`config.mk`:
```
export PLATFORM = sky130hd
export DESIGN_NAME = mmu_sequencer_flat
export DESIGN_NICKNAME = d
export VERILOG_FILES = /design/src/rtl/mmu_pkg.sv /design/src/rtl/mmu_sequencer_if.sv /design/src/rtl/mmu_sequencer_skew_line.sv /design/src/rtl/mmu_sequencer.sv /design/src/flat_wrapper.sv
export SDC_FILE = /design/constraint.sdc
export NUM_CORES = 1
export LEC_CHECK = 0
export ABC_AREA = 1
export ABC_CLOCK_PERIOD_IN_PS = 1700
export BUFFER_PORTS_ARGS = -buffer_cell sky130_fd_sc_hd__buf_2
export CORE_AREA = 2 2 231 233
export DETAILED_ROUTE_END_ITERATION = 7
export DIE_AREA = 0 0 233 235
export SLEW_MARGIN = 25
export SYNTH_ARGS = -nofsm -noshare
export SYNTH_HDL_FRONTEND = slang
export SYNTH_SLANG_ARGS = --single-unit
```
`constraint.sdc`:
```
create_clock -name clk -period 1.7 [get_ports clk]
set_input_delay 0.255 -clock clk [delete_from_list [all_inputs] [get_ports clk]]
set_output_delay 0.255 -clock clk [all_outputs]
set_load 0.005 [all_outputs]
```
`src/rtl/mmu_pkg.sv`:
```
// Shared types and default geometry for the systolic-array sequencer.
package mmu_pkg;

    localparam int DEF_BIT_WIDTH = 16;
    localparam int DEF_ACC_WIDTH = 40;
    localparam int DEF_DEPTH     = 4;

    typedef enum logic [2:0] {
        IDLE,
        LOAD_WT,
        WT_SETTLE,
        FEED,
        DRAIN,
        RESULT
    } state_t;

    // Lane idx of a packed vector at the default geometry.
    function automatic logic [DEF_BIT_WIDTH-1:0] lane_slice(
        input logic [DEF_BIT_WIDTH*DEF_DEPTH-1:0] vec,
        input int                                 idx
    );
        return vec[idx*DEF_BIT_WIDTH +: DEF_BIT_WIDTH];
    endfunction

endpackage

```
`src/rtl/mmu_sequencer_if.sv`:
```
// Upstream weight/data streams and downstream result handshake of the sequencer.
interface mmu_sequencer_if
    import mmu_pkg::*;
#(
    parameter int BIT_WIDTH = DEF_BIT_WIDTH,
    parameter int ACC_WIDTH = DEF_ACC_WIDTH,
    parameter int DEPTH     = DEF_DEPTH
);
    logic [BIT_WIDTH*DEPTH-1:0] wt_col;
    logic                       wt_valid;
    logic                       wt_ready;
    logic [BIT_WIDTH*DEPTH-1:0] data_vec;
    logic                       data_valid;
    logic                       data_ready;
    logic [ACC_WIDTH*DEPTH-1:0] res_out;
    logic                       res_valid;
    logic                       res_ready;

    modport master (
        output wt_col, wt_valid, data_vec, data_valid, res_ready,
        input  wt_ready, data_ready, res_out, res_valid
    );

    modport slave (
        input  wt_col, wt_valid, data_vec, data_valid, res_ready,
        output wt_ready, data_ready, res_out, res_valid
    );
endinterface

```
`src/rtl/mmu_sequencer_skew_line.sv`:
```
// One lane of the data skewer: DELAY cycles of delay plus the output register.
module skew_line #(
    parameter int BIT_WIDTH = 16,
    parameter int DELAY     = 0
) (
    input  logic                 clk,
    input  logic                 rst,
    input  logic [BIT_WIDTH-1:0] din,
    output logic [BIT_WIDTH-1:0] dout
);
    logic [BIT_WIDTH-1:0] taps [DELAY+1];

    always_ff @(posedge clk) begin
        if (rst) begin
            for (int k = 0; k <= DELAY; k++) taps[k] <= '0;
        end else begin
            taps[0] <= din;
            for (int k = 1; k <= DELAY; k++) taps[k] <= taps[k-1];
        end
    end

    assign dout = taps[DELAY];
endmodule

```
`src/rtl/mmu_sequencer.sv`:
```
// Sequencer for a weight-stationary DEPTHxDEPTH systolic array: loads weight columns,
// feeds diagonally skewed data, waits for the drain and captures the bottom-row result.
//
// state     | meaning
// IDLE      | waiting for start
// LOAD_WT   | accepting DEPTH weight columns, one shift per accepted column
// WT_SETTLE | one quiet cycle after the last column
// FEED      | DEPTH back-to-back data beats into the skewer
// DRAIN     | skewer empties and partial sums reach the bottom row
// RESULT    | result held until downstream takes it
module mmu_sequencer
    import mmu_pkg::*;
#(
    parameter int BIT_WIDTH    = DEF_BIT_WIDTH,
    parameter int ACC_WIDTH    = DEF_ACC_WIDTH,
    parameter int DEPTH        = DEF_DEPTH,
    parameter int DRAIN_CYCLES = 2*DEPTH
) (
    input  logic                       clk,
    input  logic                       rst,
    input  logic                       start,
    input  logic                       reuse_wt,
    mmu_sequencer_if.slave             bus,
    output logic                       mmu_control,
    output logic [BIT_WIDTH*DEPTH-1:0] mmu_wt_arr,
    output logic [BIT_WIDTH*DEPTH-1:0] mmu_data_arr,
    input  logic [ACC_WIDTH*DEPTH-1:0] pe_out,
    output logic                       busy,
    output logic                       wt_loaded,
    output logic                       err_underrun
);
    localparam int CNT_W = $clog2(DEPTH + DRAIN_CYCLES + 1);
    localparam logic [CNT_W-1:0] LANE_LAST  = CNT_W'(DEPTH - 1);
    localparam logic [CNT_W-1:0] DRAIN_LOAD = CNT_W'(DEPTH - 1 + DRAIN_CYCLES);

    state_t                     state, state_nxt;
    logic [CNT_W-1:0]           cnt, cnt_nxt;
    logic                       wt_accept, feed_beat, capture, res_take;
    logic                       clr_err, set_loaded, clr_loaded;
    logic [BIT_WIDTH*DEPTH-1:0] push;

    always_comb begin
        state_nxt  = state;
        cnt_nxt    = cnt;
        wt_accept  = 1'b0;
        feed_beat  = 1'b0;
        capture    = 1'b0;
        res_take   = 1'b0;
        clr_err    = 1'b0;
        set_loaded = 1'b0;
        clr_loaded = 1'b0;
        case (state)
            IDLE: begin
                if (start) begin
                    clr_err = 1'b1;
                    cnt_nxt = LANE_LAST;
                    if (reuse_wt && wt_loaded) begin
                        state_nxt = FEED;
                    end else begin
                        state_nxt  = LOAD_WT;
                        clr_loaded = 1'b1;
                    end
                end
            end
            LOAD_WT: begin
                if (bus.wt_valid) begin
                    wt_accept = 1'b1;
                    if (cnt == '0) state_nxt = WT_SETTLE;
                    else           cnt_nxt   = cnt - CNT_W'(1);
                end
            end
            WT_SETTLE: begin
                set_loaded = 1'b1;
                cnt_nxt    = LANE_LAST;
                state_nxt  = FEED;
            end
            FEED: begin
                feed_beat = 1'b1;
                if (cnt == '0) begin
                    state_nxt = DRAIN;
                    cnt_nxt   = DRAIN_LOAD;
                end else begin
                    cnt_nxt = cnt - CNT_W'(1);
                end
            end
            DRAIN: begin
                if (cnt == '0) begin
                    capture   = 1'b1;
                    state_nxt = RESULT;
                end else begin
                    cnt_nxt = cnt - CNT_W'(1);
                end
            end
            RESULT: begin
                if (bus.res_ready) begin
                    res_take  = 1'b1;
                    state_nxt = IDLE;
                end
            end
            default: state_nxt = IDLE;
        endcase
    end

    // A missing beat still advances the skew so later rows keep their diagonal slot.
    assign push = (feed_beat && bus.data_valid) ? bus.data_vec : '0;

    always_ff @(posedge clk) begin
        if (rst) begin
            state          <= IDLE;
            cnt            <= '0;
            busy           <= 1'b0;
            bus.wt_ready   <= 1'b0;
            bus.data_ready <= 1'b0;
            bus.res_valid  <= 1'b0;
            bus.res_out    <= '0;
            mmu_control    <= 1'b0;
            mmu_wt_arr     <= '0;
            wt_loaded      <= 1'b0;
            err_underrun   <= 1'b0;
        end else begin
            state          <= state_nxt;
            cnt            <= cnt_nxt;
            busy           <= (state_nxt != IDLE);
            bus.wt_ready   <= (state_nxt == LOAD_WT);
            bus.data_ready <= (state_nxt == FEED);
            mmu_control    <= wt_accept;
            mmu_wt_arr     <= wt_accept ? bus.wt_col : '0;
            if (clr_loaded)      wt_loaded <= 1'b0;
            else if (set_loaded) wt_loaded <= 1'b1;
            if (clr_err)                           err_underrun <= 1'b0;
            else if (feed_beat && !bus.data_valid) err_underrun <= 1'b1;
            if (capture) begin
                bus.res_out   <= pe_out;
                bus.res_valid <= 1'b1;
            end else if (res_take) begin
                bus.res_valid <= 1'b0;
            end
        end
    end

    for (genvar i = 0; i < DEPTH; i++) begin : g_lane
        skew_line #(
            .BIT_WIDTH (BIT_WIDTH),
            .DELAY     (i)
        ) u_skew (
            .clk  (clk),
            .rst  (rst),
            .din  (push[i*BIT_WIDTH +: BIT_WIDTH]),
            .dout (mmu_data_arr[i*BIT_WIDTH +: BIT_WIDTH])
        );
    end
endmodule
```
`src/flat_wrapper.sv`:
```
// flat-port wrapper written by rule: the top's interface ports become plain ports
module mmu_sequencer_flat import mmu_pkg::*;
#(
    parameter int BIT_WIDTH    = DEF_BIT_WIDTH,
    parameter int ACC_WIDTH    = DEF_ACC_WIDTH,
    parameter int DEPTH        = DEF_DEPTH,
    parameter int DRAIN_CYCLES = 2*DEPTH
)
  (clk, rst, start, reuse_wt, mmu_control, mmu_wt_arr, mmu_data_arr, pe_out, busy, wt_loaded, err_underrun, bus_wt_col, bus_wt_valid, bus_data_vec, bus_data_valid, bus_res_ready, bus_wt_ready, bus_data_ready, bus_res_out, bus_res_valid);
  mmu_sequencer_if #(.BIT_WIDTH(BIT_WIDTH), .ACC_WIDTH(ACC_WIDTH), .DEPTH(DEPTH)) bus_i ();
  input  logic clk;
  input  logic rst;
  input  logic start;
  input  logic reuse_wt;
  output logic mmu_control;
  output logic [BIT_WIDTH*DEPTH-1:0] mmu_wt_arr;
  output logic [BIT_WIDTH*DEPTH-1:0] mmu_data_arr;
  input  logic [ACC_WIDTH*DEPTH-1:0] pe_out;
  output logic busy;
  output logic wt_loaded;
  output logic err_underrun;
  input wire logic [$bits(bus_i.wt_col)-1:0] bus_wt_col;
  input wire logic [$bits(bus_i.wt_valid)-1:0] bus_wt_valid;
  input wire logic [$bits(bus_i.data_vec)-1:0] bus_data_vec;
  input wire logic [$bits(bus_i.data_valid)-1:0] bus_data_valid;
  input wire logic [$bits(bus_i.res_ready)-1:0] bus_res_ready;
  output wire logic [$bits(bus_i.wt_ready)-1:0] bus_wt_ready;
  output wire logic [$bits(bus_i.data_ready)-1:0] bus_data_ready;
  output wire logic [$bits(bus_i.res_out)-1:0] bus_res_out;
  output wire logic [$bits(bus_i.res_valid)-1:0] bus_res_valid;
  assign bus_i.wt_col = bus_wt_col;
  assign bus_i.wt_valid = bus_wt_valid;
  assign bus_i.data_vec = bus_data_vec;
  assign bus_i.data_valid = bus_data_valid;
  assign bus_i.res_ready = bus_res_ready;
  assign bus_wt_ready = bus_i.wt_ready;
  assign bus_data_ready = bus_i.data_ready;
  assign bus_res_out = bus_i.res_out;
  assign bus_res_valid = bus_i.res_valid;
  mmu_sequencer #(.BIT_WIDTH(BIT_WIDTH), .ACC_WIDTH(ACC_WIDTH), .DEPTH(DEPTH), .DRAIN_CYCLES(DRAIN_CYCLES)) u_core (.clk(clk), .rst(rst), .start(start), .reuse_wt(reuse_wt), .bus(bus_i), .mmu_control(mmu_control), .mmu_wt_arr(mmu_wt_arr), .mmu_data_arr(mmu_data_arr), .pe_out(pe_out), .busy(busy), .wt_loaded(wt_loaded), .err_underrun(err_underrun));
endmodule
```
==> results.py <==
metrics = {
    "floorplanning": {
        "die_area_sq_mm": 0.0548,
        "core-area_sq_mm": 0.0522,
        "start_util_pct": 24.8,
        "die_y_um": 235,
        "rows": 84,
        "die_w_um": 233,
        "ios": 590,
    },
    "synthesis": {
        "synth_cells": 1546,
        "synth_nets": 1843,
        "synth-seq-area-share_pct": 61.4,
        "yosysWarnings": 0,
        "syn_area_sq_mm": 0.0130,
        "avgSynthCellArea_sq_um": 8.39,
        "synthDistinctLibCells": 28,
        "ys_seq_elements": 398,
    },
    "route": {
        "drt_iter0_drc": 576,
        "antenna_left": 0,
        "wl_per_cell_um": 13.6,
        "num_vias": 12600,
        "viasPerCell": 4.02,
        "wirelength_mm": 42.7,
        "drc_errors": 0,
        "drtPass1Iterations": 5,
    },
    "cells_and_area": {
        "seq_area_sq_mm": 0.00797,
        "nets": 2706,
        "multi_input_area_sq_mm": 0.00332,
        "area_growth_pct": 61.2,
        "drive_gt1_share_pct": 29.8,
        "fillers": 4958,
    },
    "critical_path": {
        "crit_path_end_kind": "flip-flop",
        "worstPathMaxFanout": 10,
        "cp.required_ns": 2.14,
        "crit_type": "reg2reg",
        "worstPathArrival_ns": 2.04,
        "r2r-start": "u_core.cnt[0]$_SDFFE_PP0P_",
        "cp-start-kind": "flip-flop",
        "cp-startpoint": "u_core.cnt[0]$_SDFFE_PP0P_",
    },
    "global_route": {
        "grt_pass1_vias": 12900,
        "grt_max_degree": 65,
        "grt.overflow.total": 0,
        "grt.total_usage_pct": 15.0,
        "grt_pass1_wl_mm": 65.7,
        "antenna_found_initial": 4,
    },
    "clock_network": {
        "cts_made_buffers": 43,
        "clk-insertion-delay-late_ns": 0.55,
        "cts_root_buf": "clkbuf_16",
        "htreeDepth": 2,
        "cts_tree": "yes",
        "numClockSinks": 398,
        "cts_max_path_buffers": 3,
        "cts.clk_slew.worst_paths_ns": 0.06,
    },
    "timing": {
        "max-slew-margin-rel_pct": 61.9,
        "finalCritPeriodShare_pct": 94.4,
        "finalSetupViolCount": 0,
        "worstMarginPinSlew_ns": 0.572,
        "timing.fmax_ghz": 0.623,
        "setup-tns-final_ns": 0,
        "finClkSkew_ns": 0.0109,
        "slew_violations": 0,
        "hold_viol_final": 0,
        "min_period_ns": 1.60,
    },
    "placement": {
        "numPortBuffers": 589,
        "hpwl_mm": 28.1,
        "gp_congestion": 0.857,
    },
    "power": {
        "report.power.total_uw": 20900,
        "power_density_mw_per_mm2": 999,
        "irDropWorstVdd_v": 0.000648,
        "leakage_uw": 0.0109,
    },
    "outcome": {
        "outcome": "finished clean",
    },
    "hold_path": {
        "hold_class": "in2reg",
        "hold_start": "pe_out[95]",
    },
    "flow_run": {
        "maxCapViolations": 0,
    },
}
## per-layer routing
metal | part of all wire, % | global-route usage [%] | vias to the layer above
met2 | 48 | 26.0 | 511
met1 | 40 | 16.6 | 5686
met3 | 7.6 | 4.30 | 127
met4 | 4.7 | 7.68 | 0
met5 | 0 | 0 | -
li1 | - | - | 6273
## layout by cell type (no fill, tap or decap), types with 4 or more instances in the layout
master,count
dfxtp_1,397
nand3_1,9
a21oi_1,4
nand2_1,33
clkinv_2,7
clkbuf_1,5
buf_2,588
dlygate4sd3_1,289
o21ai_1,41
nor2_1,563
buf_12,11
o21ai_0,123
clkbuf_16,44
buf_4,36
inv_1,242
clkbuf_8,8
## state kept, by name, indices dropped and copies added, names as in the netlist
name	cells
u_core.bus.res_out	160
u_core.g_lane.u_skew.taps	160
u_core.err_underrun	1
u_core.wt_loaded	1
u_core.bus.res_valid	1
u_core.bus.data_ready	1
u_core.mmu_wt_arr	64
u_core.busy	1
u_core.mmu_control	1
u_core.bus.wt_ready	1
u_core.cnt	4
u_core.state	3
## Yosys cell counts (all sizes together)
| master | instances | area, sq um |
|---|---|---|
| nand3b | 1 | 7.51 |
| o21bai | 1 | 7.51 |
| o31ai | 1 | 7.51 |
| inv | 247 | 927 |
| nand4 | 2 | 12.5 |
| nand3 | 12 | 75.1 |
| a21oi | 5 | 28.8 |
| and2 | 1 | 6.26 |
| nor3 | 2 | 21.3 |
| nand2 | 35 | 136 |
| o21ai | 164 | 821 |
| buf | 68 | 612 |
| clkbuf | 41 | 164 |
| nor2 | 566 | 2150 |
| ha | 2 | 25.0 |
| dfxtp | 398 | 7970 |
## what timing repair did
| action | CTS | global route |
|---|---|---|
| endpoints found under the setup margin | 30 | 185 |
| cloned | 2 | 0 |
| resized for setup | 5 | 14 |
| pin swaps | 2 | 5 |
| buffers inserted | 5 | 0 |
| hold buffers | 289 | 0 |
| hold endpoints to repair | 297 | 0 |
## cells by family after synthesis
logic type / synth area share (%)
fa+ha+maj: 0.193
flops: 61.4
compound gates: 6.67
buf+inv: 13.1
simple gates: 18.6
## layout make-up
type / count / area share (%)
Multi-Input combinational cell: 792 / 15.9
Timing Repair Buffer: 927 / 30.5
Inverter: 247 / 4.52
Tap cell: 688 / 4.12
Clock inverter: 19 / 0.892
Antenna cell: 3 / 0.0359
Sequential cell: 398 / 38.1
Clock buffer: 57 / 5.88
## power by group
part	internal, uW	total (uW)	switching, uW	leakage [uW]
Combinational	1120	2030	911	0.00696
Clock	5420	9240	3810	0.000695
Sequential	9510	9620	116	0.00321
## critical path, stage by stage (launching register included)
cell and delay, ns:
dfxtp_1 0.35, inv_2 0.06, ha_4 0.16, nand3_4 0.08, nor2_8 0.04, buf_12 0.14
buf_4 0.14, bufbuf_16 0.27, o21ai_1 0.16, nor2_1 0.07
## final timing paths
| kind | endpoint | cells after the start | slack (ns) |
|---|---|---|---|
| max | u_core.bus.res_out[42]$_SDFFE_PP0P_ | 9 | 0.1 |
| min | u_core.bus.res_out[95]$_SDFFE_PP0P_ | 3 | 0.09 |
| max reg2reg | u_core.bus.res_out[42]$_SDFFE_PP0P_ | 9 | 0.1 |
| min reg2reg | u_core.g_lane[3].u_skew.taps[2][2]$_SDFF_PP0_ | 2 | 0.39 |
## through the flow
| stage | util (%) | worst slack, ns | hold slack, ns | area, sq um | std cells |
|---|---|---|---|---|---|
| floorplan | - | 0.203 | 0.367 | 13000 | 1546 |
| global placement | 31.5 | -0.00569 | 0.390 | 16500 | 2757 |
| detailed placement | 31.5 | -0.0172 | 0.393 | 16500 | 2757 |
| CTS | 40.0 | 0.00106 | 0.0535 | 20900 | 3129 |
| global route | 40.0 | -0.00264 | 0.0748 | 20900 | 3131 |
| finish | 40.0 | 0.0953 | 0.0870 | 20900 | 3131 |
Power figures use the tool's default switching activity.
